[src/rtl/alu_issue.sv]
// Command buffer that feeds an external combinational add/sub unit and
// registers one result per cycle behind a valid/ready handshake.
`timescale 1ns/1ps
module alu_issue #(
   parameter int WIDTH = 8,
   parameter int DEPTH = 4
) (
   input  logic             clk,
   input  logic             rst,
   input  logic             cmd_valid,
   output logic             cmd_ready,
   input  logic [WIDTH-1:0] cmd_a,
   input  logic [WIDTH-1:0] cmd_b,
   input  logic             cmd_sub,
   output logic [WIDTH-1:0] op_x,
   output logic [WIDTH-1:0] op_y,
   output logic             op_sign,
   input  logic [WIDTH-1:0] op_z,
   output logic             rsp_valid,
   input  logic             rsp_ready,
   output logic [WIDTH-1:0] rsp_res,
   input  logic             flush,
   output logic [15:0]      done_cnt
);

   localparam int AW = $clog2(DEPTH);
   localparam logic [AW:0] PTR_ONE = {{AW{1'b0}}, 1'b1};

   typedef enum logic [1:0] {IDLE, RUN, STALL} state_t;

   logic [WIDTH-1:0] mem_a [DEPTH];
   logic [WIDTH-1:0] mem_b [DEPTH];
   logic             mem_s [DEPTH];

   logic [AW:0]      wr_ptr_reg, rd_ptr_reg;
   logic             rsp_valid_reg;
   logic [WIDTH-1:0] rsp_res_reg;
   logic [15:0]      done_cnt_reg;
   state_t           state_reg, state_next;

   logic full, empty, accept, issue, consume;

   // Extra pointer bit distinguishes full (MSBs differ) from empty (equal).
   assign empty   = (wr_ptr_reg == rd_ptr_reg);
   assign full    = (wr_ptr_reg[AW] != rd_ptr_reg[AW]) &&
                    (wr_ptr_reg[AW-1:0] == rd_ptr_reg[AW-1:0]);
   assign accept  = cmd_valid && !full && !flush;
   assign issue   = !empty && (!rsp_valid_reg || rsp_ready) && !flush;
   assign consume = rsp_valid_reg && rsp_ready;

   assign cmd_ready = !full;
   assign op_x      = empty ? '0   : mem_a[rd_ptr_reg[AW-1:0]];
   assign op_y      = empty ? '0   : mem_b[rd_ptr_reg[AW-1:0]];
   assign op_sign   = empty ? 1'b0 : mem_s[rd_ptr_reg[AW-1:0]];
   assign rsp_valid = rsp_valid_reg;
   assign rsp_res   = rsp_res_reg;
   assign done_cnt  = done_cnt_reg;

   always_ff @(posedge clk) begin
      if (accept) begin
         mem_a[wr_ptr_reg[AW-1:0]] <= cmd_a;
         mem_b[wr_ptr_reg[AW-1:0]] <= cmd_b;
         mem_s[wr_ptr_reg[AW-1:0]] <= cmd_sub;
      end
   end

   always_ff @(posedge clk or posedge rst) begin
      if (rst) begin
         wr_ptr_reg    <= '0;
         rd_ptr_reg    <= '0;
         rsp_valid_reg <= 1'b0;
         rsp_res_reg   <= '0;
         done_cnt_reg  <= 16'd0;
         state_reg     <= IDLE;
      end else begin
         state_reg <= state_next;
         // A consume still counts on a flush edge; everything else is dropped.
         if (consume)
            done_cnt_reg <= done_cnt_reg + 16'd1;
         if (flush) begin
            wr_ptr_reg    <= '0;
            rd_ptr_reg    <= '0;
            rsp_valid_reg <= 1'b0;
         end else begin
            if (accept)
               wr_ptr_reg <= wr_ptr_reg + PTR_ONE;
            if (issue) begin
               rd_ptr_reg    <= rd_ptr_reg + PTR_ONE;
               rsp_res_reg   <= op_z;
               rsp_valid_reg <= 1'b1;
            end else if (rsp_ready) begin
               rsp_valid_reg <= 1'b0;
            end
         end
      end
   end

   always_comb begin
      state_next = state_reg;
      if (flush) begin
         state_next = IDLE;
      end else begin
         case (state_reg)
            IDLE:    if (accept) state_next = RUN;
            RUN: begin
               if (rsp_valid_reg && !rsp_ready && !empty)
                  state_next = STALL;
               else if (empty && !accept && (!rsp_valid_reg || rsp_ready))
                  state_next = IDLE;
            end
            STALL:   if (rsp_ready) state_next = RUN;
            default: state_next = IDLE;
         endcase
      end
   end

endmodule

[config.mk]
export PLATFORM = sky130hd
export DESIGN_NAME = alu_issue
export DESIGN_NICKNAME = d
export VERILOG_FILES = /design/src/rtl/alu_issue.sv
export SDC_FILE = /design/constraint.sdc
export NUM_CORES = 1
export LEC_CHECK = 0
export ABC_AREA = 1
export CAP_MARGIN = 20
export CORE_UTILIZATION = 57
export DETAILED_ROUTE_END_ITERATION = 12
export MAX_ROUTING_LAYER = met4
export PLACE_DENSITY = 0.87
export SETUP_SLACK_MARGIN = 0.05
export SLEW_MARGIN = 10
export SYNTH_ARGS = -nofsm -noshare
export SYNTH_HDL_FRONTEND = slang
export SYNTH_SLANG_ARGS = --single-unit
[constraint.sdc]
create_clock -name clk -period 3.2 [get_ports clk]
set_input_delay 0.64 -clock clk [delete_from_list [all_inputs] [get_ports clk]]
set_output_delay 0.64 -clock clk [all_outputs]
set_load 0.01 [all_outputs]
Yosys cells after proc, flatten, opt, wreduce, memory -nomap -nowiden
Memory sizes are Yosys's and may differ from the RTL's.
Cells that the tools add are included.
{ "word_totals": {"ff_bits": 31, "mem_bits_rw": 68, "in_bits": 30, "output_inout_bits": 43, "elab_cells": 42, "memories": 3} }
{ "mem_list": {"columns": ["name", "depth", "width", "rd", "rd_clocked_by_memory_dff", "write_ports", "line", "source"], "rows": [
  ["mem_a", 4, 8, 1, 0, 1, "31", "logic [WIDTH-1:0] mem_a [DEPTH];"],
  ["mem_b", 4, 8, 1, 0, 1, "32", "logic [WIDTH-1:0] mem_b [DEPTH];"],
  ["mem_s", 4, 1, 1, 0, 1, "33", "logic mem_s [DEPTH];"]
]} }
{ "op_classes": {"add_sub_neg": 3, "n_eq_ne": 3, "mux": 12, "n_bitwise": 1, "reduce_logical": 15} }
{ "ops": {"columns": ["op", "n"], "rows": [
  ["adder 16 x 1 -> 16 bit (second input constant)", 1],
  ["two-way mux 8 bit", 2],
  ["two-way mux 3 bit", 4],
  ["adder 3 x 1 -> 3 bit (second input constant)", 2],
  ["logical AND 1 bit", 6],
  ["two-way mux 1 bit", 6],
  ["logical NOT 1 bit", 4],
  ["nonzero test 2 bit", 2],
  ["== test 3 bit", 1],
  ["nonzero test 3 bit", 1],
  ["== test 2 bit", 1],
  ["AND reduction 2 bit", 1],
  ["logical OR 1 bit", 1],
  ["!= test 1 bit", 1],
  ["NOT 1 bit", 1]
]} }

Logic depth before layout (Yosys ltp)
Gate-level depths: netlist (run 1).
{ "logic_depth": {"word_depth": 7, "depth_mapped": 8, "depth_no_buf": 8} }

Worst setup path before layout (run 1)
OpenSTA, ideal clock, no wires.
{ "synth_path": {"path_type": "register to register", "from": "register rd_ptr_reg[2]", "to": "memory mem_a[0][0] (enable)", "setup_time_ns": 0.391, "arrival_ns": 1.705, "t_required_ns": 2.809, "slack_ns": 1.105, "path_stages_with_launch": 6, "path_buffers": 0, "synth_period_minus_slack_ns": 2.095, "cell_sequence": "dfrtp_1 xnor2_1 inv_1 nand3_2 nand3_1 nor2_1"} }
{ "synth_between": {"elab_chain_cells": 7} }
{ "synth_lines": {"columns": ["element", "line", "source"], "rows": [
  ["from (decl)", "35", "logic [AW:0] wr_ptr_reg, rd_ptr_reg;"],
  ["from (signal assigned)", "88", "rd_ptr_reg <= rd_ptr_reg + PTR_ONE;"],
  ["!= test 1 bit", "45", "assign full = (wr_ptr_reg[AW] != rd_ptr_reg[AW]) &&"],
  ["logical AND 1 bit", "45", null],
  ["logical NOT 1 bit", null, null],
  ["via cmd_ready", "11", "output logic cmd_ready,"],
  ["logical AND 1 bit (2 in series)", "47", "assign accept = cmd_valid && !full && !flush;"],
  ["two-way mux 1 bit", "60", "if (accept) begin"],
  ["two-way mux 1 bit (not written as such)", "61", "mem_a[wr_ptr_reg[AW-1:0]] <= cmd_a;"],
  ["to (decl)", "31", null]
]} }
The timed path passes the listed nets, and every way through them passes these cells.

Worst setup path in the final report (run 1)
{ "layout_path": {"from": "register rd_ptr_reg[0]", "to": "output op_x[5]"} }
{ "layout_between": {"elab_chain_cells": 2, "elab_cells_between_ends": 3, "cone_classes": "eq/ne (1); mux (1); memory (1)"} }
{ "layout_lines": {"columns": ["element", "line", "source"], "rows": [
  ["memory read (4 x 8 bit) / == test 3 bit (equally long branches)", null, null],
  ["two-way mux 8 bit (*)", "52", "assign op_x = empty ? '0 : mem_a[rd_ptr_reg[AW-1:0]];"],
  ["to (decl)", "15", "output logic [WIDTH-1:0] op_x,"]
]} }
Every way passes the cells marked *; elsewhere a longest branch is shown, timed or not.

==> flow_summary.ini, run 1 <==
[status]
outcome = complete, no violations

[global_route]
grt_util_all_layers_pct = 24.9
grt.overflow.total = 0
grt_max_degree = 37
antenna_found_initial = 0
grt_pass1_wl_um = 13900
grt_pass1_vias = 2965

[critical_path]
end_kind = output port
path_max_fanout = 22
reg2reg_to = mem_b[1][3]
worstPathArrival_ns = 2.36
crit_path_start_kind = register
r2r_cells = 6
regToRegSetupSlack_ns = 1.07
required_ns = 2.56
worstReg2RegStart = rd_ptr_reg[2]
critPathKind = reg2out

[drt]
ant_nets = 0
drt_pass1_iterations = 4
wl_per_cell_um = 15.0
num_vias = 3177
remaining_drc_errors = 0
viasPerCell = 5.30
drt_iter0_markers = 220
wirelength_um = 8970

[place]
place_ws_ns = 0.315
portBuffers = 72
place.gp.congestion = 0.818
dp_hpwl_um = 5970

[layout]
nets = 531
area_delta_synth_final_pct = 23.7
antenna_cells = 0
layout-drive-gt1-share_pct = 8.20

[synth]
synth_area_leaders = edfxtp_1 47%, dfrtp_1 18%, nand2_1 6.5%
ys_ff_latch = 99
synth_area_per_cell_um2 = 10.5
yosysWarnings = 0
synthCells = 416
yosys.area.top_type_share_pct = 46.7
syn_area_mm2 = 0.00437
synth_fp_nets = 452
synth_area_leader_cell = edfxtp_1
seq_area_frac_synth_pct = 64.5
netlist-cell-type-count = 25

[die]
initial_core_util_pct = 59.6
design.core.area_mm2 = 0.00733
dieArea_mm2 = 0.00802
rows = 31
die_x_um = 89.6
die_h_um = 89.6
pin_count = 73

[timing]
skew_ns = 0.0145
maxSlewViolCount = 0
min_period_over_period_pct = 93.9
maxClockFrequency_mhz = 333
setup_slack_ns = 0.195
fin_crit_ns = 3.00
slew_headroom_pct = 57.5
rsz0062_at_grt = no
setup-violations-final = 0
finalSetupTns_ns = 0
finalHoldViolations = 0
worstMarginPinSlew_ns = 0.634

[cts]
htreeDepth = 3
clk_pin_slew_ns = 0.10
cts-hold-fix-buffers = 0
clk-insertion-delay-late_ns = 0.37
clk_root_buffer_cell = clkbuf_8
numCtsBuffers = 9
clk_path_buf_depth = 2
cts.sinks = 99
cts_tree = done

[min_path]
hold_end = rsp_res[1]
hold_path_depth = 2
hold_path_class = reg2reg
worstHoldStart = rsp_res[1]

[pwr]
powerDensity_mw_per_mm2 = 710
leakagePower_nw = 2.26
ir_drop_uv = 393
p_total_mw = 3.84

[run]
maxCapViolCount = 0
==> metal layers <==
layer | track usage [%] | share of wire (%) | up-vias
li1 | - | - | 1541
met1 | 30.6 | 41 | 1520
met5 | - | 0 | -
met4 | 13.3 | 3.3 | 0
met2 | 39.5 | 51 | 93
met3 | 4.57 | 4.4 | 23
==> worst max path at each step <==
stage,endpoint,cells after the start,from
2_1_floorplan,mem_a[0][0],5,rd_ptr_reg[2]
3_3_place_gp,op_y[5],6,rd_ptr_reg[0]
3_5_place_dp,op_x[5],6,rd_ptr_reg[0]
4_1_cts,op_x[5],6,rd_ptr_reg[0]
5_1_grt,op_y[7],8,rd_ptr_reg[0]
6_report,op_x[5],5,rd_ptr_reg[0]
==> worst max-delay path, cell delays in order (launching register included) <==
cell	delay [ns]
dfrtp_4	0.57
xnor2_4	0.20
nand3_2	0.41
nand2_1	0.20
inv_1	0.08
clkdlybuf4s50_1	0.52
==> stage by stage <==
stage / cell area (um^2) / utilization, % / hold slack (ns) / std cells
5_1_grt: 5410 / 73.8 / 0.493 / 599
6_report: 5410 / 73.8 / 0.475 / 599
4_1_cts: 5380 / 73.4 / 0.480 / 596
3_5_place_dp: 5200 / 71.0 / 0.458 / 580
3_3_place_gp: 5200 / 71.0 / 0.452 / 580
2_1_floorplan: 4370 / - / 0.509 / 416
==> cell usage after synthesis <==
library cell / count
nor2_1: 69
dfrtp_1: 31
a21oi_1: 1
xnor2_4: 1
nor3_1: 1
nand2_1: 76
buf_2: 7
o21ai_0: 38
xnor2_1: 6
nand4_1: 15
inv_1: 40
ha_1: 6
nand2_2: 3
nor2_2: 1
xor2_1: 9
buf_6: 3
o21ai_1: 15
xnor2_2: 1
nand3_2: 3
buf_4: 1
clkbuf_1: 6
nand3_1: 12
inv_2: 1
edfxtp_1: 68
nor2_4: 2
==> placed cells by master (no fill, tap or decap), types with 2 or more instances in the layout <==
cell type / n
clkbuf_8: 9
nand2_2: 3
nand3_2: 3
ha_1: 6
edfxtp_1: 68
xor2_1: 9
clkdlybuf4s50_1: 72
inv_1: 40
inv_6: 2
o21ai_1: 15
nand2_1: 76
xnor2_1: 6
nand4_1: 15
nor2_4: 2
nor2_1: 69
buf_4: 12
dfrtp_1: 30
o21ai_0: 38
nand3_1: 12
==> power by group <==
part           internal [mW]  leakage [nW]  switching (mW)
clock                  0.288        0.0855           0.439
combinational          0.687          1.16           0.817
sequential              1.50          1.02           0.109
total                   2.47          2.26            1.37
==> what timing repair did <==
action	4_1_cts	5_1_grt
pin swaps	0	0
endpoints found under the setup margin	14	12
setup buffers	0	3
resized for setup	1	3
==> area by class of cell <==
| type | instances | area, um^2 |
|---|---|---|
| Multi-Input combinational cell | 259 | 1300 |
| Sequential cell | 99 | 2820 |
| Tap cell | 99 | 124 |
| Timing Repair Buffer | 85 | 831 |
| Clock inverter | 7 | 50.0 |
| Fill cell | 475 | 1920 |
| Clock buffer | 9 | 124 |
| Inverter | 41 | 156 |
==> cells by family after synthesis <==
kind of cell	synth area share, %
adders and majority gates	1.72
buffers and inverters	5.78
AOI/OAI and AO/OA	6.18
xor gates and xnor gates	4.01
and+or+nand+nor	17.9
DFF	64.5
Power figures use the tool's default switching activity.
==> run 2, diff against run 1 <==
--- a/config.mk
+++ b/config.mk
@@ -8,8 +8,8 @@
 export ABC_AREA = 1
 export CAP_MARGIN = 20
 export CORE_UTILIZATION = 57
+export CTS_CLUSTER_DIAMETER = 50
 export DETAILED_ROUTE_END_ITERATION = 12
-export MAX_ROUTING_LAYER = met4
 export PLACE_DENSITY = 0.87
 export SETUP_SLACK_MARGIN = 0.05
 export SLEW_MARGIN = 10
==> flow_summary.ini, run 2 (synthesized netlist as in run 1, its figures left out) <==
[critical_path]
path_max_fanout = 22
worstPathArrival_ns = 2.40
crit_chain = xnor2_4 > nand3_2 > nand2_1 > inv_1 > clkdlybuf4s50_1
regToRegSetupSlack_ns = 1.06
required_ns = 2.56
crit_slowest_cell = dfrtp_4
slowest_delay_ns = 0.59
critPathKind = reg2out
r2r_cells = 5
end_kind = output port
crit_path_start_kind = register

[drt]
wl_per_cell_um = 15.0
drt_pass1_iterations = 4
viasPerCell = 5.31
wirelength_um = 9000
remaining_drc_errors = 0
ant_nets = 0
num_vias = 3173
drt_iter0_markers = 231

[pwr]
ir_drop_uv = 391
leakagePower_nw = 2.26
powerDensity_mw_per_mm2 = 709

[die]
design.core.area_mm2 = 0.00733
rows = 31
die_x_um = 89.6
dieArea_mm2 = 0.00802
initial_core_util_pct = 59.6
die_h_um = 89.6
pin_count = 73

[place]
dp_hpwl_um = 5970
portBuffers = 72
place_ws_ns = 0.315
dp.cells = 580
place.gp.congestion = 0.807

[timing]
finalSetupTns_ns = 0
fin_crit_ns = 3.04
rsz0062_at_grt = no
maxSlewViolCount = 0
skew_ns = 0.0126
worstMarginPinSlew_ns = 0.632
finalHoldViolations = 0
setup-violations-final = 0
min_period_over_period_pct = 94.9
setup_slack_ns = 0.165
slew_headroom_pct = 57.7
maxClockFrequency_mhz = 329

[layout]
utilization_pct = 73.7
layout_common_cells = 76 x nand2_1, 72 x clkdlybuf4s50_1, 69 x nor2_1
antenna_cells = 0
nets = 530
area_delta_synth_final_pct = 23.5
final_common_cell = nand2_1
layout-drive-gt1-share_pct = 8.02
final_cells = 598

[cts]
cts.sinks = 99
htreeDepth = 3
cts_tree = done
numCtsBuffers = 9
clk_root_buffer_cell = clkbuf_8
clk_pin_slew_ns = 0.10
clk-insertion-delay-late_ns = 0.36
clk_path_buf_depth = 2

[status]
outcome = complete, no violations

[global_route]
antenna_found_initial = 0
grt_pass1_wl_um = 13900
grt_util_all_layers_pct = 24.1
grt_pass1_vias = 2961
grt_max_degree = 37
grt.overflow.total = 0

[min_path]
hold_path_class = reg2reg
hold_path_depth = 2

[run]
maxCapViolCount = 0
[run 2: repair_timing]
item                                    in CTS  in global routing
endpoints found under the setup margin      14                 12
hold buffers                                 0                  0
setup buffers                                0                  2
resized for setup                            1                  3
[run 2: layout make-up]
type                    instances  area [um^2]
clock buffers                   9          124
clock inverters                 7         50.0
fillers                       472         1930
inverters                      41          156
multi-input cells             259         1300
flip-flops and latches         99         2820
well taps                      99          124
repair buffers                 84          823
[run 2: worst max-delay path, delay by kind of cell (launching register included)]
kind | cells | cell delay [ns]
xor gates and xnor gates | 1 | 0.21
buffers and inverters | 2 | 0.59
DFF | 1 | 0.59
and+or+nand+nor | 2 | 0.63
[run 2: final timing paths]
kind                                  to           from
setup / recovery                 op_x[5]  rd_ptr_reg[0]
hold / removal                rsp_res[1]     rsp_res[1]
setup reg to reg             mem_b[1][1]  rd_ptr_reg[0]
max in group asynchronous  rd_ptr_reg[0]            rst
min in group asynchronous   done_cnt[11]            rst
hold reg to reg               rsp_res[1]     rsp_res[1]
[run 2: layer usage]
| layer | GRT usage [%] | share of wire, % | vias up |
|---|---|---|---|
| met5 | 0 | 0 | - |
| met4 | 13.3 | 3.1 | 0 |
| met3 | 4.57 | 5.1 | 20 |
| met2 | 39.3 | 51 | 106 |
| met1 | 30.7 | 41 | 1505 |
| li1 | - | - | 1542 |
[run 2: per-stage QoR]
stage                     power, mW  hold slack (ns)  area (um^2)
after floorplan                2.46            0.509         4370
after global placement         3.03            0.452         5200
after detailed placement       3.11            0.458         5200
after CTS                      3.83            0.480         5380
after global routing           4.05            0.493         5400
final                          3.83            0.475         5400
[run 2: power by group]
| group | switching (mW) | internal [mW] | leakage [nW] | total, mW |
|---|---|---|---|---|
| Clock | 0.435 | 0.288 | 0.0855 | 0.722 |
| Sequential | 0.115 | 1.50 | 1.02 | 1.61 |
| Combinational | 0.812 | 0.682 | 1.15 | 1.49 |
==> run 3, diff against run 2 <==
--- a/config.mk
+++ b/config.mk
@@ -7,10 +7,10 @@
 export LEC_CHECK = 0
 export ABC_AREA = 1
 export CAP_MARGIN = 20
-export CORE_UTILIZATION = 57
+export CORE_UTILIZATION = 53
 export CTS_CLUSTER_DIAMETER = 50
 export DETAILED_ROUTE_END_ITERATION = 12
-export PLACE_DENSITY = 0.87
+export PLACE_DENSITY = 0.82
 export SETUP_SLACK_MARGIN = 0.05
 export SLEW_MARGIN = 10
 export SYNTH_ARGS = -nofsm -noshare
==> constraint.sdc (replaced) <==
create_clock -name clk -period 3.23 [get_ports clk]
set_input_delay 0.646 -clock clk [delete_from_list [all_inputs] [get_ports clk]]
set_output_delay 0.646 -clock clk [all_outputs]
set_load 0.01 [all_outputs]
==> flow_summary.ini, run 3 (synthesized netlist as in run 1, its figures left out) <==
[cts]
cts.sinks = 99
post_cts_resized = 0
clk_root_buffer_cell = clkbuf_8
clk-insertion-delay-late_ns = 0.37
numCtsBuffers = 9
cts-hold-fix-buffers = 0
post_cts_buffers = 0
clk_pin_slew_ns = 0.09
cts_tree = done
htreeDepth = 3
clk_path_buf_depth = 2

[global_route]
antenna_found_initial = 0
grt_max_degree = 37
grt_pass1_vias = 3072
grt.overflow.total = 0
grt_pass1_wl_um = 14800
grt_util_all_layers_pct = 22.6

[pwr]
powerDensity_mw_per_mm2 = 715
p_total_mw = 3.87
leakagePower_nw = 2.26
ir_drop_uv = 447

[drt]
viasPerCell = 5.23
ant_nets = 0
drt_iter0_markers = 159
wl_per_cell_um = 14.9
top_layer_used = met4
route.met2.wl_um = 4560
remaining_drc_errors = 0
wl_met3_um = 462
drt_pass1_iterations = 4
wl_met1_um = 3740
wirelength_um = 8930
num_vias = 3131

[run]
maxCapViolCount = 0

[critical_path]
crit_path_start_kind = register
critPathKind = reg2out
path_max_fanout = 35
worstPathArrival_ns = 2.37
reg2reg_to = rsp_res[0]
worstReg2RegStart = rd_ptr_reg[0]
r2r_cells = 6
regToRegSetupSlack_ns = 1.30
required_ns = 2.58
end_kind = output port

[min_path]
hold_path_depth = 2
hold_path_class = reg2reg
worstHoldStart = rsp_res[2]
hold_end = rsp_res[2]

[timing]
slew_headroom_pct = 64.8
rsz0062_at_grt = no
fin_crit_ns = 3.01
setup_slack_ns = 0.218
min_period_over_period_pct = 93.2
maxSlewViolCount = 0
finalSetupTns_ns = 0
skew_ns = 0.0119
maxClockFrequency_mhz = 332
finalHoldViolations = 0
worstMarginPinSlew_ns = 0.528
setup-violations-final = 0

[place]
portBuffers = 72
dp_hpwl_um = 5850
place_ws_ns = 0.608
place.gp.congestion = 0.795
dpl_cell_area_mm2 = 0.00521

[layout]
area_delta_synth_final_pct = 23.8
antenna_cells = 0
finalInstanceArea_mm2 = 0.00541
nets = 528
final_common_cell = nand2_1
layout_common_cells = 76 x nand2_1, 72 x clkdlybuf4s50_1, 68 x edfxtp_1
layout-drive-gt1-share_pct = 8.45

[die]
design.core.area_mm2 = 0.00785
die_x_um = 92.8
pin_count = 73
die_h_um = 92.8
initial_core_util_pct = 55.7
rows = 32
dieArea_mm2 = 0.00862

[status]
outcome = complete, no violations
==> run 3: final cells by class <==
class,instances,area [um^2]
Clock buffer,9,124
Clock inverter,7,82.6
Fill cell,578,2430
Inverter,41,154
Multi-Input combinational cell,259,1310
Sequential cell,99,2820
Tap cell,102,128
Timing Repair Buffer,82,796
==> run 3: worst max-delay path: stages, from the launching register on <==
cell and delay, ns:
dfrtp_1 0.53, inv_2 0.45, o21ai_0 0.19, o21ai_1 0.12, nand2_1 0.06, inv_1 0.08
clkdlybuf4s50_1 0.56
==> run 3: per-stage QoR <==
| stage | util, % | hold slack (ns) | cells |
|---|---|---|---|
| after floorplan | - | 0.509 | 416 |
| after global placement | 66.3 | 0.458 | 583 |
| after detailed placement | 66.3 | 0.460 | 583 |
| after CTS | 69.0 | 0.482 | 599 |
| after global routing | 69.0 | 0.506 | 599 |
| final | 69.0 | 0.480 | 599 |
==> run 3: worst max-delay path by stage <==
stage / start / endpoint / slack (ns) / cells after the start
6_report: rd_ptr_reg[0] / op_y[4] / 0.22 / 6
5_1_grt: rd_ptr_reg[0] / op_x[4] / 0.07 / 6
4_1_cts: rd_ptr_reg[0] / op_y[7] / 0.20 / 8
3_5_place_dp: rd_ptr_reg[0] / op_y[3] / 0.61 / 6
3_3_place_gp: rd_ptr_reg[0] / op_y[6] / 0.63 / 6
2_1_floorplan: rd_ptr_reg[2] / mem_a[0][0] / 1.13 / 5
==> run 3: power breakdown <==
group | total, mW | internal, mW | switching, mW
registers | 1.58 | 1.48 | 0.105
logic | 1.46 | 0.669 | 0.789
clock network | 0.825 | 0.370 | 0.454
total | 3.87 | 2.52 | 1.35
==> run 3: routing by layer <==
layer	up-vias	track usage (%)
met5	-	0
met4	0	10.1
met3	13	3.86
met2	82	37.7
met1	1506	28.9
li1	1530	-
